<file path="src/rtl/hs32_mem_arb.sv">
// rtl/hs32_mem_arb.sv - registered N-channel arbiter in front of one external memory port
// Fixed priority (channel 0 highest) by default; define HS32_ARB_RR_EN for round-robin.
module hs32_mem_arb #(
  parameter int NCH = 2,
  parameter int AW  = 32,
  parameter int DW  = 32,
  parameter int CW  = $clog2(NCH)
) (
  input  logic              clk,
  input  logic              reset_n,
  output logic [AW-1:0]     addr,
  output logic              rw,
  output logic [DW-1:0]     dout,
  input  logic [DW-1:0]     din,
  output logic              valid,
  input  logic              ready,
  input  logic [NCH-1:0]    req,
  input  logic [NCH*AW-1:0] ch_addr,
  input  logic [NCH-1:0]    ch_rw,
  input  logic [NCH*DW-1:0] ch_dtw,
  output logic [DW-1:0]     dtr,
  output logic [NCH-1:0]    rdy,
  output logic [CW-1:0]     gnt,
  output logic              busy
);

  typedef enum logic {IDLE, BUSY} state_t;

  state_t        state, state_nx;
  logic [CW-1:0] win;
  logic          win_ok;
  logic          grant;

`ifdef HS32_ARB_RR_EN
  logic [CW-1:0] last;

  // Search starts one past the last winner and wraps, so every requester gets a turn.
  always_comb begin
    win    = '0;
    win_ok = 1'b0;
    for (int i = 0; i < NCH; i++) begin
      if (!win_ok && req[(int'(last) + 1 + i) % NCH]) begin
        win    = CW'((int'(last) + 1 + i) % NCH);
        win_ok = 1'b1;
      end
    end
  end

  always_ff @(posedge clk or negedge reset_n) begin
    if (!reset_n)
      last <= CW'(NCH - 1);
    else if (grant)
      last <= win;
  end
`else
  // Descending scan leaves the lowest requesting index as the winner.
  always_comb begin
    win    = '0;
    win_ok = 1'b0;
    for (int i = NCH - 1; i >= 0; i--) begin
      if (req[i]) begin
        win    = CW'(i);
        win_ok = 1'b1;
      end
    end
  end
`endif

  always_ff @(posedge clk or negedge reset_n) begin
    if (!reset_n)
      state <= IDLE;
    else
      state <= state_nx;
  end

  always_comb begin
    state_nx = state;
    grant    = 1'b0;
    rdy      = '0;
    case (state)
      IDLE: begin
        if (win_ok) begin
          grant    = 1'b1;
          state_nx = BUSY;
        end
      end
      BUSY: begin
        for (int i = 0; i < NCH; i++) begin
          if (CW'(i) == gnt)
            rdy[i] = ready;
        end
        if (ready)
          state_nx = IDLE;
      end
      default: state_nx = IDLE;
    endcase
  end

  // Bus payload is captured only at grant and stays frozen for the whole transaction.
  always_ff @(posedge clk or negedge reset_n) begin
    if (!reset_n) begin
      valid <= 1'b0;
      addr  <= '0;
      rw    <= 1'b0;
      dout  <= '0;
      gnt   <= '0;
    end else if (grant) begin
      valid <= 1'b1;
      gnt   <= win;
      addr  <= ch_addr[int'(win)*AW +: AW];
      rw    <= ch_rw[win];
      dout  <= ch_dtw[int'(win)*DW +: DW];
    end else if (state == BUSY && ready) begin
      valid <= 1'b0;
    end
  end

  assign busy = (state == BUSY);
  assign dtr  = din;

endmodule

</file>
<file path="config.mk">
export PLATFORM = sky130hd
export DESIGN_NAME = hs32_mem_arb
export DESIGN_NICKNAME = d
export VERILOG_FILES = /design/src/rtl/hs32_mem_arb.sv
export SDC_FILE = /design/constraint.sdc
export NUM_CORES = 1
export LEC_CHECK = 0
export BUFFER_PORTS_ARGS = -buffer_cell sky130_fd_sc_hd__clkbuf_2
export CAP_MARGIN = 20
export CORE_AREA = 2 2 105 107
export DETAILED_ROUTE_END_ITERATION = 6
export DIE_AREA = 0 0 107 109
export PLACE_DENSITY = 0.72
export SKIP_LAST_GASP = 1
export SLEW_MARGIN = 15
export SYNTH_ARGS = -nofsm -noshare
export SYNTH_HDL_FRONTEND = slang
export SYNTH_SLANG_ARGS = --single-unit
</file>
<file path="constraint.sdc">
create_clock -name clk -period 1.8 [get_ports clk]
set_input_delay 0.27 -clock clk [delete_from_list [all_inputs] [get_ports clk]]
set_output_delay 0.27 -clock clk [all_outputs]
set_load 0.01 [all_outputs]
</file>
==> results_dict.tcl <==
set metrics [dict create \
    clkLatencyLatePin_ps 340 \
    worstReg2RegStart "busy$_DFF_PN0_" \
    cts_buffers 9 \
    wl_met1_mm 4.39 \
    grt_pass1_wl_mm 17.1 \
    yosysSeqAreaShare_pct 45.1 \
    fin_util_pct 45.7 \
    crit_fanout 20 \
    synth_top_area_cell "dfrtp_1" \
    avgSynthCellArea_um2 9.22 \
    end_kind "output pin" \
    gp_congestion 0.786 \
    cts_tree "yes" \
    swShare_pct 34.0 \
    antenna_left 0 \
    max_freq_mhz 592 \
    outcome "finished clean" \
    portBuffers 204 \
    h-tree-depth 3 \
    worst-endpoint-required_ps 1530 \
    drc_errors 0 \
    holdWs_ps 193 \
    die_area_um2 11700 \
    first_pass_iters 4 \
    via_count 3756 \
    finClkSkew_ps 10.8 \
    die_y_um 109 \
    synthCells 409 \
    p_sw_uw 1810 \
    cap_violations 0 \
    clk_path_buf_depth 2 \
    clk_pin_slew_worst_paths_ps 80 \
    critPathLaunch "busy$_DFF_PN0_" \
    die_w_um 107 \
    finalSetupViolations 0 \
    antenna_found_initial 0 \
    cts-root-buf "clkbuf_8" \
    worstMarginPinSlew_ps 396 \
    startpoint_type "flop" \
    post-route-period-util_pct 93.8 \
    drv_slew 0 \
    nets 736 \
    multi_input_area_um2 1580 \
    vdd_drop_max_v 0.000478 \
    grt_overflow 0 \
    comb_power_share_pct 31.5 \
    power_frac_seq_pct 42.4 \
    start_util_pct 35.6 \
    fp-row-count 38 \
    dp_hpwl_mm 8.09 \
    finalHoldViolations 0 \
    ys.warnings.count 0 \
    final_common_cell "clkbuf_2" \
    grt_pass1_vias 3617 \
    syn-num-nets 576 \
    routed_via_density 5.26 \
    top_layer "met4" \
    arrival_ps 1420 \
    max_slew_margin_pct 73.6 \
    rsz0062_at_grt "no" \
    core_area_um2 10600 \
    antenna_cells 0 \
    yosys_register_bits 68 \
    hp-start "ch_dtw[51]" \
    tns_ps 0 \
    wire_per_inst_um 15.5 \
    wl_met2_mm 5.55 \
    globalRouteTotalUtil_pct 18.6 \
    holdCritPathClass "in2reg" \
    fillCellCount 1022 \
    ys_types 17 \
    synth_area_um2 3770 \
    regArea_um2 1710 \
    p_int_uw 3510 \
    final_cell_mix "203 x clkbuf_2, 87 x nor3_1, 67 x nor2_1, 67 x dfrtp_1, 65 x o22ai_1" \
    cts_sinks 68 \
    wl_met3_um 875 \
    drive_above_1_share_pct 48.4 \
    synth.top_cell.area_share_pct 45.1 \
    powerDensity_nw_per_um2 1100 \
    clkPwrFrac_pct 26.1 \
    fin_crit_ps 1690 \
    io_pins 269 \
    crit_type "reg2out" \
    drtIter0Drc 213 \
    synth_area_leaders "dfrtp_1 45%, nor3_1 12%, nor3_2 11%, o22ai_1 11%, buf_4 7.2%" \
    wl_mm 11.0 \
    leakagePower_uw 0.00223 \
    grt_max_degree 69 \
    syn2layout_area_growth_pct 28.6 \
]
[Yosys cell counts]
cell type	number
o21ai_0	1
a21boi_0	1
nor3_1	87
inv_2	1
and3_1	1
nand2_1	2
or2_1	1
clkbuf_1	10
nor3_2	43
nor2_1	67
buf_6	11
dfrtp_1	68
buf_2	11
a21oi_1	2
nand2b_1	2
o22ai_1	65
buf_4	36
[critical path, stage by stage, from the launching register on]
cell      delay [ps]
dfrtp_4          580
buf_6            200
and3_1           180
clkbuf_2         120
[layout make-up]
| class | instances | share of cell area, % |
|---|---|---|
| timing repair buffer | 217 | 24.0 |
| sequential | 68 | 35.2 |
| multi-input combinational | 272 | 32.7 |
| clock inverter | 4 | 1.50 |
| tap | 140 | 3.61 |
| inverter | 1 | 0.0774 |
| clock buffer | 12 | 2.99 |
[flip-flops by register name, indices dropped and copies added (netlist names)]
name	count
addr	32
busy	1
dout	32
gnt	1
rw	1
valid	1
[final timing paths]
kind                                        endpoint  slack [ps]  cells after the start
worst max register to register  dout[31]$_DFFE_PN0P_         370                      4
min in group asynchronous       addr[16]$_DFFE_PN0P_         450                      3
worst min register to register     valid$_DFFE_PN0P_         500                      2
max in group asynchronous        dout[0]$_DFFE_PN0P_        1000                      3
worst max-delay path                          rdy[1]         110                      3
worst min-delay path            dout[19]$_DFFE_PN0P_         190                      3
[layer usage]
layer	track usage (%)	up-vias
li1	-	1768
met1	22.6	1774
met2	31.6	195
met3	5.56	19
met4	6.59	0
met5	0	-
[power by group through the flow]
stage | Sequential (uW) | Combinational [uW] | Clock [uW]
2_1_floorplan | 2400 | 877 | 0
3_3_place_gp | 2250 | 1650 | 0
3_5_place_dp | 2270 | 1690 | 0
4_1_cts | 2250 | 1700 | 1450
5_1_grt | 2310 | 1850 | 1520
6_report | 2260 | 1680 | 1390
[per-stage QoR]
step / worst slack [ps] / power [uW] / std cells / area (um^2)
finish: 112 / 5320 / 714 / 4850
global route: 30.8 / 5680 / 714 / 4850
global placement: 353 / 3900 / 697 / 4610
detailed placement: 342 / 3970 / 697 / 4610
floorplan: 455 / 3270 / 409 / 3770
CTS: 34.9 / 5400 / 714 / 4840
[logic make-up (layout without fill, tap and decap cells)]
kind of cell	Yosys count	after routing	share of synthesized area, %
AOI/OAI and AO/OA	69	69	11.4
and+or+nand+nor	203	203	30.5
DFF	68	68	45.1
buffers and inverters	69	234	13.0
[timing repair]
action / in CTS / in global routing
setup endpoints to repair: 1 / 1
endpoints found under the hold margin: 68 / 0
gates resized for setup: 1 / 1
setup buffers: 0 / 0
hold buffers: 1 / 0
No activity file was read; power rests on OpenSTA's default activity.
